### config.mk
export PLATFORM = sky130hd
export DESIGN_NAME = aprx_err_monitor
export DESIGN_NICKNAME = d
export VERILOG_FILES = /design/src/rtl/aprx_pkg.sv /design/src/rtl/aprx_abs_diff.sv /design/src/rtl/aprx_err_monitor.sv
export SDC_FILE = /design/constraint.sdc
export NUM_CORES = 1
export LEC_CHECK = 0
export BUFFER_PORTS_ARGS = -buffer_cell sky130_fd_sc_hd__buf_4
export CAP_MARGIN = 20
export CORE_MARGIN = 10
export CORE_UTILIZATION = 30
export CTS_BUF_LIST = sky130_fd_sc_hd__clkbuf_16
export DETAILED_ROUTE_END_ITERATION = 16
export PLACE_DENSITY = 0.59
export REMOVE_ABC_BUFFERS = 1
export SETUP_SLACK_MARGIN = 0.2
export SLEW_MARGIN = 0
export SYNTH_ARGS = -nofsm -noshare
export SYNTH_HDL_FRONTEND = slang
export SYNTH_SLANG_ARGS = --single-unit
### constraint.sdc
create_clock -name clk -period 2.9 [get_ports clk]
set_input_delay 0.58 -clock clk [delete_from_list [all_inputs] [get_ports clk]]
set_output_delay 0.58 -clock clk [all_outputs]
set_load 0.005 [all_outputs]
### src/rtl/aprx_pkg.sv
// Shared definitions for the approximate-adder error monitor:
// FSM state encoding and error-distance width helpers.
package aprx_pkg;

    typedef enum logic [1:0] {
        ST_IDLE  = 2'd0,
        ST_RUN   = 2'd1,
        ST_DRAIN = 2'd2,
        ST_DONE  = 2'd3
    } state_t;

    localparam int DEF_WIDTH = 8;

    // The sum of two WIDTH-bit operands needs WIDTH+1 bits, and so does any distance from it.
    localparam int ED_W = DEF_WIDTH + 1;

    function automatic int ed_width(input int width);
        return width + 1;
    endfunction

endpackage

### src/rtl/aprx_abs_diff.sv
// Combinational absolute difference |x - y|.
// The subtraction is ordered so the result never wraps.
module aprx_abs_diff
    import aprx_pkg::*;
#(
    parameter int W = ED_W
) (
    input  logic [W-1:0] x,
    input  logic [W-1:0] y,
    output logic [W-1:0] d
);

    always_comb begin
        d = (x >= y) ? (x - y) : (y - x);
    end

endmodule

### src/rtl/aprx_err_monitor.sv
// Error-statistics monitor for an approximate adder. Samples pass through a
// two-stage pipeline (distance, then accumulate) under a small run-control FSM.
module aprx_err_monitor
    import aprx_pkg::*;
#(
    parameter int WIDTH = 8,
    parameter int CNT_W = 17
) (
    input  logic                     clk,
    input  logic                     rst_n,
    input  logic                     start,
    input  logic                     in_valid,
    output logic                     in_ready,
    input  logic [WIDTH-1:0]         in_a,
    input  logic [WIDTH-1:0]         in_b,
    input  logic [WIDTH:0]           in_approx,
    input  logic                     in_last,
    output logic                     busy,
    output logic                     done,
    output logic [CNT_W-1:0]         sample_cnt,
    output logic [CNT_W-1:0]         err_cnt,
    output logic [CNT_W+WIDTH:0]     sum_ed,
    output logic [WIDTH:0]           max_ed
);

    localparam int EW = ed_width(WIDTH);
    localparam int SW = CNT_W + WIDTH + 1;

    state_t          state;
    state_t          next_state;
    logic            drain_cnt;
    logic            accept;
    logic            start_ok;
    logic [EW-1:0]   exact;
    logic [EW-1:0]   ed_comb;
    logic            s1_valid;
    logic [EW-1:0]   s1_ed;
    logic [SW:0]     sum_wide;

    assign accept   = in_valid && in_ready;
    assign start_ok = start && ((state == ST_IDLE) || (state == ST_DONE));
    assign exact    = EW'(in_a) + EW'(in_b);

    aprx_abs_diff #(
        .W (EW)
    ) u_abs_diff (
        .x (exact),
        .y (in_approx),
        .d (ed_comb)
    );

    always_comb begin
        next_state = state;
        in_ready   = 1'b0;
        busy       = 1'b0;
        done       = 1'b0;
        case (state)
            ST_IDLE: begin
                if (start) next_state = ST_RUN;
            end
            ST_RUN: begin
                in_ready = 1'b1;
                busy     = 1'b1;
                if (accept && in_last) next_state = ST_DRAIN;
            end
            ST_DRAIN: begin
                busy = 1'b1;
                if (drain_cnt) next_state = ST_DONE;
            end
            ST_DONE: begin
                done = 1'b1;
                if (start) next_state = ST_RUN;
            end
            default: next_state = ST_IDLE;
        endcase
    end

    // DRAIN lasts two cycles, long enough for the final sample to clear both stages.
    always_ff @(posedge clk or negedge rst_n) begin
        if (!rst_n) begin
            state     <= ST_IDLE;
            drain_cnt <= 1'b0;
        end else begin
            state     <= next_state;
            drain_cnt <= (state == ST_DRAIN) ? ~drain_cnt : 1'b0;
        end
    end

    always_ff @(posedge clk or negedge rst_n) begin
        if (!rst_n) begin
            s1_valid <= 1'b0;
            s1_ed    <= '0;
        end else if (start_ok) begin
            s1_valid <= 1'b0;
        end else begin
            s1_valid <= accept;
            if (accept) s1_ed <= ed_comb;
        end
    end

    assign sum_wide = {1'b0, sum_ed} + (SW + 1)'(s1_ed);

    // All accumulators saturate rather than wrap, so an overflowed run still reads as "huge".
    always_ff @(posedge clk or negedge rst_n) begin
        if (!rst_n) begin
            sample_cnt <= '0;
            err_cnt    <= '0;
            sum_ed     <= '0;
            max_ed     <= '0;
        end else if (start_ok) begin
            sample_cnt <= '0;
            err_cnt    <= '0;
            sum_ed     <= '0;
            max_ed     <= '0;
        end else if (s1_valid) begin
            if (sample_cnt != '1) sample_cnt <= sample_cnt + 1'b1;
            if ((s1_ed != '0) && (err_cnt != '1)) err_cnt <= err_cnt + 1'b1;
            sum_ed <= sum_wide[SW] ? '1 : sum_wide[SW-1:0];
            if (s1_ed > max_ed) max_ed <= s1_ed;
        end
    end

endmodule
==> results.md <==
* DRC errors left at 0
* Average routed wire per standard cell at 15.15 um
* Final-report max-slew violation count at 0
* Relative slew margins at 55.80%
* Area growth syn-to-layout at 35.28%
* Via count of the first global-routing pass at 5114
* Achievable clock frequency at 301.1 MHz
* Failing checks: negative setup slack
* Share of synthesized flip-flops with an asynchronous set or reset at 100.0%
* Overall die area at approximately 25000 um2
* Clock transition at the register clock pins on the worst setup and hold paths after CTS at roughly 0.060 ns
* Pre-antenna DRT Iters at 4
* Longest Clk Path Bufs at 2
* Iteration-0 DRC Markers at 241
* Post-synthesis register bit count at ~80
* Basic-gate share of the synthesized area counting and, or, nand and nor cells at 19.94%
* Compound-gate portion of the synthesized area at 19.16%
* Part of the total power dissipated in sequential elements at 28.9%
* Post-layout min period at 3.321 ns
* Ratio of cells with drive above 1 in the final layout at 29.32%
* Switching share of total power at 40.97%
* Adder-cell share of the synthesized area at 12.74%
* Detailed-route vias per instance at around 5.0
* Setup WS pre-CTS at -1.136 ns
* Required time of the critical path at 3.10 ns
* Fraction of met1 tracks used by global routing at between 10% and 20%
* Source of the critical timing path: in_a[0]
* Internal at 0.003208 W
* Die Y at 157.1 um
* Wire length of the first global-routing pass at approximately 26000 um
* Max-cap violations at 0
* Clock Sink Count at 82
* Kind of capture point of the worst setup path: register
* Number of nets with antenna violations after detailed routing at 0
* Detailed-placement wirelength estimate at 11880 um
* Count of yosys warnings during synthesis at 0
* Number of buffers added by the clock tree synthesis step at 9
* Clock Power Share at 18.4%
* Cell with the most instances after synthesis: sky130_fd_sc_hd__dfrtp_1
* Clock Root Buffer: sky130_fd_sc_hd__clkbuf_16
* CP Max Fanout at 7
* Core utilization of the finished layout at 41.03%
* Tot GR Track Use at 12.63%
* Outcome: finished with violations
* Sequential cell area fraction in the yosys report at 36.41%
* Portion of total power attributed to combinational logic at 52.8%
* P_sw at between 0.002 and 0.0025 W
* Largest net degree at the start of global routing at 52
* Commonest cells in the synthesized netlist: sky130_fd_sc_hd__dfrtp_1, sky130_fd_sc_hd__nor2_1, sky130_fd_sc_hd__ha_1
* Number of buffer cells added on primary ports at 101
* Most congested layer reported by global routing: met2
* Starting utilization of the core area at a little under a third
* Total power draw at 0.005433 W
* Final WS setup at -0.4214 ns
* Antenna violations before repair at 0
* Worst setup skew after layout at 0.01006 ns
* Final number of setup-violating endpoints at 8
* Overall overflow remaining after global route at 0
* Top cell type's share of synthesized area at 36.41%
* Peak supply drop at 0.3009 mV
* Share of the clock period used by the worst path after layout at 114.5%
* Layout Nets at 878
* Fraction of met3 tracks used by global routing at 3.084%
* Clk Latency, worst-skew pair at ~0.33 ns
* Dominant cell type by area after synthesis: sky130_fd_sc_hd__dfrtp_1
* Number of failing hold endpoints at the final stage at 0
* Setup crit start kind: input pin
* Detailed Route WL at 15630 um
* Area of the core region at roughly 19000 um2
* Hold Path Class: input pin to async pin
* GRT met2 Usage at 20.80%
* Source of the worst register-to-register timing path: sum_ed[0]
* Number of hold buffers added after cts at 0
* Flop-to-flop setup slack at 0.38 ns
* Post-route worst hold slack at 0.2858 ns
* Dominant cells by area after synthesis: sky130_fd_sc_hd__dfrtp_1, sky130_fd_sc_hd__ha_1, sky130_fd_sc_hd__xor2_1, sky130_fd_sc_hd__nor2_1, sky130_fd_sc_hd__a21oi_1
* Transition time at the pin with the least slew margin at ~0.66 ns
* Type of the setup path with the least slack: input pin to register
* Leakage power at 3.653 nW
* Count of unique library cells instantiated by Yosys at 66
* Antenna cells at 0
* XOR/XNOR share of the synthesized area at 6.217%
* Clock tree from TritonCTS: done
* Synth Cell Area at 5635 um2
* Signal arrival time at the worst endpoint at 3.52 ns
* Mean Syn Cell Area at approximately 9 um2
* Standard-cell row count at 50
* GPL Wtd Cong at between 0.8 and 0.9
* Die width at 157.1 um
* Areal power density over the cells at a little over 700 nW/um2
* Post-synthesis mux area share at 0.8881%
* H-Tree Depth at 3
* Number of top-level pins at 102
* Synth Flop Type: sky130_fd_sc_hd__dfrtp_1
* Number of flops mapped to enable cells by yosys at 0
* Main combinational cell family by area after synthesis: simple AND/OR/NAND/NOR gates
* Total via count in the routed design at around 5000
* Unrepaired setup endpoints after global routing: true
* Gate Count Post-Synth at 627
area by class of cell:
| type | instances | area [um2] |
|---|---|---|
| Fill cell | 1853 | 10960 |
| Multi-Input combinational cell | 482 | 3515 |
| Sequential cell | 82 | 2054 |
| Timing Repair Buffer | 177 | 1351 |
| Tap cell | 234 | 292.8 |
| Clock buffer | 9 | 225.2 |
| Inverter | 41 | 153.9 |
| Clock inverter | 7 | 31.28 |
sequential cells by signal (all words and copies together), names as in the netlist:
| signal | cells |
|---|---|
| drain_cnt | 1 |
| err_cnt | 17 |
| state | 2 |
| max_ed | 9 |
| s1_valid | 1 |
| s1_ed | 9 |
| sample_cnt | 17 |
| sum_ed | 26 |
power groups by stage:
stage	sequential [W]	clock, W	combinational, W
final	0.00157	0.000998	0.00287
after CTS	0.00157	0.00103	0.00283
after detailed placement	0.00159	0	0.00271
after global placement	0.00159	0	0.00269
after floorplan	0.00157	0	0.00162
after global routing	0.00160	0.00107	0.00322
metal layers:
metal	up-vias	part of all wire (%)
met3	7	5.6
met5	-	0
li1	2600	-
met1	2434	47
met4	0	0.80
met2	104	46
final timing paths:
path | to | depth (start not counted)
worst max-delay path | s1_ed[6] | 15
worst min-delay path | sample_cnt[9] | 1
worst max register to register | sum_ed[15] | 9
worst min register to register | drain_cnt | 1
max in group asynchronous | sum_ed[25] | 2
min in group clk | drain_cnt | 1
critical path, cell delays in order:
cell,delay (ns)
sky130_fd_sc_hd__buf_6,0.10
sky130_fd_sc_hd__ha_4,0.15
sky130_fd_sc_hd__fa_2,0.33
sky130_fd_sc_hd__a21o_1,0.17
sky130_fd_sc_hd__a21oi_2,0.14
sky130_fd_sc_hd__o21bai_1,0.09
sky130_fd_sc_hd__a21oi_2,0.21
sky130_fd_sc_hd__xnor2_2,0.13
sky130_fd_sc_hd__ha_4,0.33
sky130_fd_sc_hd__nand4_1,0.14
sky130_fd_sc_hd__a21oi_2,0.23
sky130_fd_sc_hd__o21bai_4,0.13
sky130_fd_sc_hd__a221o_1,0.36
sky130_fd_sc_hd__nand3_1,0.09
sky130_fd_sc_hd__or3b_1,0.35
cells in the final DEF, fill, tap and decap left out, types with 3 or more instances in the layout:
| master | count |
|---|---|
| sky130_fd_sc_hd__fa_1 | 3 |
| sky130_fd_sc_hd__dfrtp_1 | 80 |
| sky130_fd_sc_hd__ha_1 | 47 |
| sky130_fd_sc_hd__buf_6 | 6 |
| sky130_fd_sc_hd__clkbuf_16 | 9 |
| sky130_fd_sc_hd__a311oi_1 | 3 |
| sky130_fd_sc_hd__and2_1 | 7 |
| sky130_fd_sc_hd__nand4_1 | 10 |
| sky130_fd_sc_hd__nor2b_1 | 5 |
| sky130_fd_sc_hd__a21o_1 | 11 |
| sky130_fd_sc_hd__or3_1 | 7 |
| sky130_fd_sc_hd__a211oi_1 | 9 |
| sky130_fd_sc_hd__nand2b_1 | 3 |
| sky130_fd_sc_hd__inv_1 | 44 |
| sky130_fd_sc_hd__nand2_1 | 31 |
| sky130_fd_sc_hd__nor3_1 | 11 |
| sky130_fd_sc_hd__and4_1 | 8 |
| sky130_fd_sc_hd__buf_4 | 171 |
| sky130_fd_sc_hd__mux2i_1 | 5 |
| sky130_fd_sc_hd__ha_4 | 3 |
| sky130_fd_sc_hd__and3_1 | 19 |
| sky130_fd_sc_hd__a21oi_2 | 6 |
| sky130_fd_sc_hd__a21oi_1 | 38 |
| sky130_fd_sc_hd__xnor2_1 | 11 |
| sky130_fd_sc_hd__a31oi_1 | 16 |
| sky130_fd_sc_hd__o21ai_1 | 5 |
| sky130_fd_sc_hd__nor3_2 | 3 |
| sky130_fd_sc_hd__xor2_1 | 28 |
| sky130_fd_sc_hd__o21a_1 | 3 |
| sky130_fd_sc_hd__nor2_1 | 62 |
| sky130_fd_sc_hd__nand3_2 | 3 |
| sky130_fd_sc_hd__a211oi_2 | 3 |
| sky130_fd_sc_hd__o21ai_0 | 35 |
| sky130_fd_sc_hd__a41oi_1 | 3 |
| sky130_fd_sc_hd__nand3_1 | 36 |
kinds of logic after synthesis:
family	after synthesis
and+or+nand+nor	221
AOI/OAI and AO/OA	161
buffers and inverters	63
xor gates and xnor gates	40
DFF	82
adders and majority gates	55
muxes	5
through the flow:
step	TNS, ns	instance area (um2)	cells
2_1_floorplan	-9.486	5528	605
3_3_place_gp	-7.557	7067	1004
3_5_place_dp	-8.067	7067	1004
4_1_cts	-2.126	7538	1030
5_1_grt	-3.752	7624	1032
6_report	-2.403	7624	1032
repair_timing:
action                                  CTS  global route
resized for setup                        32            18
endpoints found under the setup margin   13            33
pin swaps                                18            10
buffers inserted                         10             2
Note: power is estimated with default switching activity, not from simulation.
